<file path="src/rtl/data_memory_arbiter.sv">
// data_memory_arbiter: two-port round-robin arbiter in front of DataMemory
// Ports:
//   clk, rst                  clock, asynchronous active-high reset
//   pN_req/we/addr/wdata      request from port N (held until granted)
//   pN_gnt                    combinational grant, accepted on edge with req && gnt
//   pN_resp_valid/rdata/err   registered one-cycle response for port N
//   mem_addr/write_enable/write_data/read_data  DataMemory port (combinational read)
module data_memory_arbiter #(
    parameter int SIZE = 16
) (
    input  logic        clk,
    input  logic        rst,
    input  logic        p0_req,
    input  logic        p0_we,
    input  logic [31:0] p0_addr,
    input  logic [31:0] p0_wdata,
    input  logic        p1_req,
    input  logic        p1_we,
    input  logic [31:0] p1_addr,
    input  logic [31:0] p1_wdata,
    output logic        p0_gnt,
    output logic        p1_gnt,
    output logic        p0_resp_valid,
    output logic [31:0] p0_rdata,
    output logic        p0_err,
    output logic        p1_resp_valid,
    output logic [31:0] p1_rdata,
    output logic        p1_err,
    output logic [31:0] mem_addr,
    output logic        mem_write_enable,
    output logic [31:0] mem_write_data,
    input  logic [31:0] mem_read_data
);
    localparam logic [31:0] SIZE_W = 32'(SIZE);
    logic        last_grant;
    logic        sel;
    logic        any_gnt;
    logic        g_we;
    logic [31:0] g_addr;
    logic [31:0] g_wdata;
    logic        bad;
    logic [31:0] rdata_n;
    // Under contention the port that did not win last time gets the grant.
    assign p0_gnt  = p0_req && (!p1_req || last_grant);
    assign p1_gnt  = p1_req && (!p0_req || !last_grant);
    assign sel     = p1_gnt;
    assign any_gnt = p0_gnt || p1_gnt;
    assign g_we    = sel ? p1_we    : p0_we;
    assign g_addr  = sel ? p1_addr  : p0_addr;
    assign g_wdata = sel ? p1_wdata : p0_wdata;
    // Word index compared at full width so huge addresses never alias into range.
    assign bad     = (g_addr[1:0] != 2'b00) || ({2'b00, g_addr[31:2]} >= SIZE_W);
    assign mem_addr         = any_gnt ? g_addr : '0;
    assign mem_write_data   = any_gnt ? g_wdata : '0;
    assign mem_write_enable = any_gnt && g_we && !bad;
    assign rdata_n = (!g_we && !bad) ? mem_read_data : '0;
    always_ff @(posedge clk or posedge rst) begin
        if (rst) begin
            last_grant    <= 1'b1;
            p0_resp_valid <= 1'b0;
            p0_rdata      <= '0;
            p0_err        <= 1'b0;
            p1_resp_valid <= 1'b0;
            p1_rdata      <= '0;
            p1_err        <= 1'b0;
        end else begin
            last_grant    <= any_gnt ? sel : last_grant;
            p0_resp_valid <= p0_gnt;
            p1_resp_valid <= p1_gnt;
            if (p0_gnt) begin
                p0_rdata <= rdata_n;
                p0_err   <= bad;
            end
            if (p1_gnt) begin
                p1_rdata <= rdata_n;
                p1_err   <= bad;
            end
        end
    end
endmodule

</file>
<file path="config.mk">
export PLATFORM = sky130hd
export DESIGN_NAME = data_memory_arbiter
export DESIGN_NICKNAME = d
export VERILOG_FILES = /design/src/rtl/data_memory_arbiter.sv
export SDC_FILE = /design/constraint.sdc
export NUM_CORES = 1
export LEC_CHECK = 0
export ABC_AREA = 1
export CORE_AREA = 2 2 115 117
export CTS_BUF_LIST = sky130_fd_sc_hd__clkbuf_16
export CTS_CLUSTER_SIZE = 10
export DETAILED_ROUTE_END_ITERATION = 12
export DIE_AREA = 0 0 117 119
export PLACE_DENSITY_LB_ADDON = 0.25
export SLEW_MARGIN = 20
export SYNTH_ARGS = -nofsm -noshare
export SYNTH_HDL_FRONTEND = slang
export SYNTH_SLANG_ARGS = --single-unit
</file>
<file path="constraint.sdc">
create_clock -name clk -period 3.55 [get_ports clk]
set_clock_uncertainty 0.05 [all_clocks]
set_input_delay 0.5325 -clock clk [delete_from_list [all_inputs] [get_ports clk]]
set_output_delay 0.5325 -clock clk [all_outputs]
set_load 0.02 [all_outputs]
</file>
* After elaboration in Yosys (flattened, before gate mapping)
Cells that the tools add are included.
** Cells by class
- Reduce and logical (&&, ||, !) cells :: 15
- Magnitude comparators :: 1
- Multiplexer cells :: 6
** Operator list (count)
- 32-bit two-way mux :: 5
- 30-bit by 5-bit greater-or-equal comparator with 1-bit output (second input constant) :: 1
- 1-bit logical AND :: 5
- 1-bit zero test :: 5
- 1-bit logical OR :: 4
- 2-bit nonzero test :: 1
- 1-bit two-way mux :: 1
** Storage, ports and cells
- Input port bits :: 166
- Logic and storage cells :: 29
- Register bits :: 69
- Output and inout bits :: 135

* Longest topological paths before layout
- Depth after elaboration :: 9
- Gate-level depth with buffers :: 15
- Mapped depth without buffers :: 12

* Worst setup path after synthesis
OpenSTA, ideal clock, no wires.
- Path type :: input to output
- From :: input p0_req
- To :: output mem_write_enable
- Path buffers :: 4
- Data arrival time :: 2102 ps
- Slack :: 865 ps
- Required time :: 2967 ps
- Stages on the path :: 9
- Cell sequence :: nand2_1 nand2_1 buf_6 buf_6 buf_2 nand2_1 inv_1 clkbuf_1 nor4_1
** Between the ends
- Longest elaborated chain between the ends :: 8
- Elaborated cells between the ends (all ways) :: 13
- Classes of those cells :: order compare (1); mux (2); reduce/logical (10)
** Ends and longest elaborated chain
- start: declaration :: RTL line 13 : input logic p0_req,
- 1-bit zero test :: RTL line 45 : assign p1_gnt = p1_req && (!p0_req || !last_grant);
- 1-bit logical OR :: RTL line 45
- 1-bit logical AND :: RTL line 45
- 32-bit two-way mux :: RTL line 49 : assign g_addr = sel ? p1_addr : p0_addr;
- 30-bit by 5-bit greater-or-equal comparator with 1-bit output or 2-bit nonzero test (tied branches) :: RTL line 52 : assign bad = (g_addr[1:0] != 2'b00) || ({2'b00, g_addr[31:2]} >= SIZE_W);
- 1-bit logical OR :: RTL line 52
- 1-bit zero test :: RTL line 55 : assign mem_write_enable = any_gnt && g_we && !bad;
- 1-bit logical AND * :: RTL line 55
- end: declaration :: RTL line 30 : output logic mem_write_enable,
Every way passes the cells marked *; elsewhere a longest branch is shown, timed or not.

* Worst setup path in the final report
- From :: input p1_req
- To :: output mem_addr[29]
** Between the ends
- Longest elaborated chain between the ends :: 5
- Elaborated cells between the ends (all ways) :: 7
- Classes of those cells :: mux (2); reduce/logical (5)
** Ends and longest elaborated chain
- start: declaration :: RTL line 17 : input logic p1_req,
- 1-bit zero test :: RTL line 44 : assign p0_gnt = p0_req && (!p1_req || last_grant);
- 1-bit logical OR :: RTL line 44
- 1-bit logical AND :: RTL line 44
- 1-bit logical OR :: RTL line 47 : assign any_gnt = p0_gnt || p1_gnt;
- 32-bit two-way mux * :: RTL line 53 : assign mem_addr = any_gnt ? g_addr : '0;
- end: declaration :: RTL line 29 : output logic [31:0] mem_addr,
Marks and branches as above.

==> metrics.md <==
| Metric | Value |
|---|---|
| Post-synth design cell area | 3880 sq um |
| Setup TNS | 0 ps |
| Number of I/O port buffers | 300 |
| Number of buffers inserted for hold repair after clock tree synthesis | 0 |
| Power per unit of standard cell area | 335 nW/um^2 |
| Leading cell types by total area after synthesis | sky130_fd_sc_hd__dfrtp_1 44%, sky130_fd_sc_hd__nand2_1 20%, sky130_fd_sc_hd__nand4_1 10% |
| Clock Sink Count | 69 |
| Mean instance size in the synthesized netlist | 7.56 sq um |
| Global placer's final weighted congestion | 0.951 |
| Die Y-Extent | 119 microns |
| Worst Hold Slack | 429 ps |
| # placed instances | 962 |
| Post-route minimum period | 3360 ps |
| Clock tree from TritonCTS | built |
| Clock-pin slew on the worst setup and hold paths | 50 ps |
| Reported max-cap violation count | 0 |
| Critical Path Sink Type | primary output |
| Wire length of the first global-routing pass | 26.1 mm |
| DR vias | 4834 |
| Transition at the pin with the smallest max-transition slack | 653 ps |
| Startpoint class of the critical path | input port |
| Most area-hungry cell type in the Yosys netlist | sky130_fd_sc_hd__dfrtp_1 |
| Net count after synthesis | 680 |
| Antenna Nets Post-Route | 0 |
| Worst reg2reg path depth | 13 |
| Worst Setup Slack, final | 187 ps |
| Post-synthesis sequential area ratio | 44.5% |
| Crit path max fanout | 17 |
| Static power due to leakage | 3.44 nW |
| End of the worst register-to-register path | p1_rdata[28] |
| Vias in the first global route | 4626 |
| Number of nets in the final layout | 963 |
| Pin count of the biggest net entering global routing | 71 |
| Worst slack after detailed placement | 77.6 ps |
| Most numerous cell types in the synthesized netlist | 203 x sky130_fd_sc_hd__nand2_1, 68 x sky130_fd_sc_hd__dfrtp_1, 64 x sky130_fd_sc_hd__nand4_1 |
| Core area | 12900 sq um |
| Buffers from clock root to sink, at most | 2 |
| Number of primary I/O pins | 301 |
| Clock buffers created by TritonCTS | 9 |
| Instance count of the mapped netlist | 514 |
| DPL Wire Length | 13.4 mm |
| Post-detailed-route wirelength per cell | 18.1 microns |
| Count of endpoints failing hold in the final timing report | 0 |
| Total design power | 2.46 mW |
| Number of warning messages in the yosys log | 0 |
| Portion of synthesized cell area occupied by the leading cell type | 43.8% |
| DRC violation total after the first TritonRoute iteration | 256 |
| EDFF count, synth | 0 |
| H-tree lvl count | 3 |
| First-pass iteration count of the detailed router | 6 |
| Hold Crit Start | p1_rdata[20] |
| Total number of placement rows | 42 |
| Hold Path Stages | 2 |
| Via-to-Cell Ratio | 4.95 |
| Flop2flop setup slack | 1240 ps |
| Maximum resistive drop on vdd | 267 uV |
| Total Wirelength | 17.7 mm |
| Cell at the root of the clock tree | sky130_fd_sc_hd__clkbuf_16 |
| Clock insertion delay at the later pin of the skew report | 330 ps |
| CP arrival | 2780 ps |
| Initial Utilization | 30.2% |
| Post-synth cell types | 20 |
| Final period utilization | 94.7% |
| Hold Crit Endpoint | p1_rdata[20] |
| Unrepaired setup endpoints after global routing | no |
| Worst R2R Start | last_grant |
| GRT overflow | 0 |
| Share of synthesized flip-flops with an asynchronous set or reset | 100% |
| Growth of design area from synthesis to finish | 89.1% |
| Flip-flop and latch count after synthesis | 69 |
| Number of setup violations in the final report | 0 |
| Max Slew Vio Count | 0 |
| Proportion of layout cells with a drive suffix above 1 | 4.87% |
| Achievable frequency | 297 MHz |
| Count of placed standard cells in the final layout, fillers left out | 977 |
| Max-slew headroom | 56.5% |
| DIE WIDTH | 117 microns |
| Post-route design area | 7350 sq um |
| Utilization after layout | 57.1% |
| Cell Area, Placed | 7060 sq um |
| Number of antenna violations at the first check in global routing | 1 |
| Most instantiated flip-flop cell in the synthesis netlist | sky130_fd_sc_hd__dfrtp_1 |
| HP Class | reg2reg |
| Type of the worst setup path | in2out |
| Total Die Area | 13900 sq um |
| Most repeated cell in the gate-level netlist after synthesis | sky130_fd_sc_hd__nand2_1 |
| Drt drc | 0 |
| Req. time, crit path | 2970 ps |
| Run status | finished clean |
| Antenna diodes | 0 |
| Global-route usage over all layers | 24.7% |
## critical path, stage by stage
cell                              delay (ps)
sky130_fd_sc_hd__clkdlybuf4s50_1         510
sky130_fd_sc_hd__buf_4                   250
sky130_fd_sc_hd__nand2_1                 100
sky130_fd_sc_hd__nand2_1                 120
sky130_fd_sc_hd__nand2_1                 100
sky130_fd_sc_hd__inv_2                    90
sky130_fd_sc_hd__buf_4                   190
sky130_fd_sc_hd__a21oi_1                 220
sky130_fd_sc_hd__clkdlybuf4s50_1         650
## repair_timing
item                       in CTS  in global routing
gates resized for setup         0                  2
buffers inserted                0                  0
setup endpoints to repair       0                  5
## per-layer routing
| layer | vias to the layer above | routed length (microns) | share of wire (%) | global-route usage [%] |
|---|---|---|---|---|
| li1 | 2308 | - | - | - |
| met3 | 29 | 1870 | 11 | 10.9 |
| met5 | - | 13 | 0.073 | 0 |
| met2 | 247 | 8700 | 49 | 40.7 |
| met1 | 2248 | 6820 | 38 | 30.0 |
| met4 | 2 | 301 | 1.7 | 4.71 |
## how the worst max path moves through the flow
stage,start,endpoint,slack (ps),cells past startpoint
4_1_cts,p1_req,mem_write_enable,70,11
3_5_place_dp,p1_req,mem_write_enable,80,11
6_report,p1_req,mem_addr[29],190,9
5_1_grt,p1_req,mem_addr[14],100,9
2_1_floorplan,p0_req,mem_write_enable,870,9
3_3_place_gp,p1_req,mem_addr[29],100,9
## flip-flops by register name, indices dropped and copies added (netlist names)
signal / count
p1_rdata: 32
last_grant: 1
p0_err: 1
p0_resp_valid: 1
p1_resp_valid: 1
p1_err: 1
p0_rdata: 32
## cell usage in the layout (no fill, tap or decap), drive strengths merged
master	instances
dlymetal6s2s	1
a22o	32
buf	19
clkinvlp	2
nor2	26
dfstp	1
nand3b	4
clkinv	2
nor4	1
bufinv	1
nand2	203
clkbuf	9
dfrtp	68
mux2i	1
nand4	64
inv	21
clkdlybuf4s50	299
a21oi	17
o21ai	14
nand3	16
## kinds of logic after synthesis
logic type	share of synthesized area (%)
buffers and inverters	8.57
multiplexers	0.258
AND/OR/NAND/NOR	35.5
AO/OA/AOI/OAI	11.2
flip-flops	44.5
## power breakdown
group | total (mW) | internal, mW | switching [mW]
clock | 0.862 | 0.532 | 0.330
combinational | 0.798 | 0.395 | 0.402
sequential | 0.798 | 0.795 | 0.00307
## area by class of cell
type                       count  area, sq um
clock buffer                   9          225
clock inverter                 6         56.3
fill                        1188         5530
inverter                      20         75.1
multi-input combinational    378         1840
sequential                    69         1730
tap                          176          220
timing repair buffer         319         3200
Note: power is estimated with default switching activity, not from simulation.
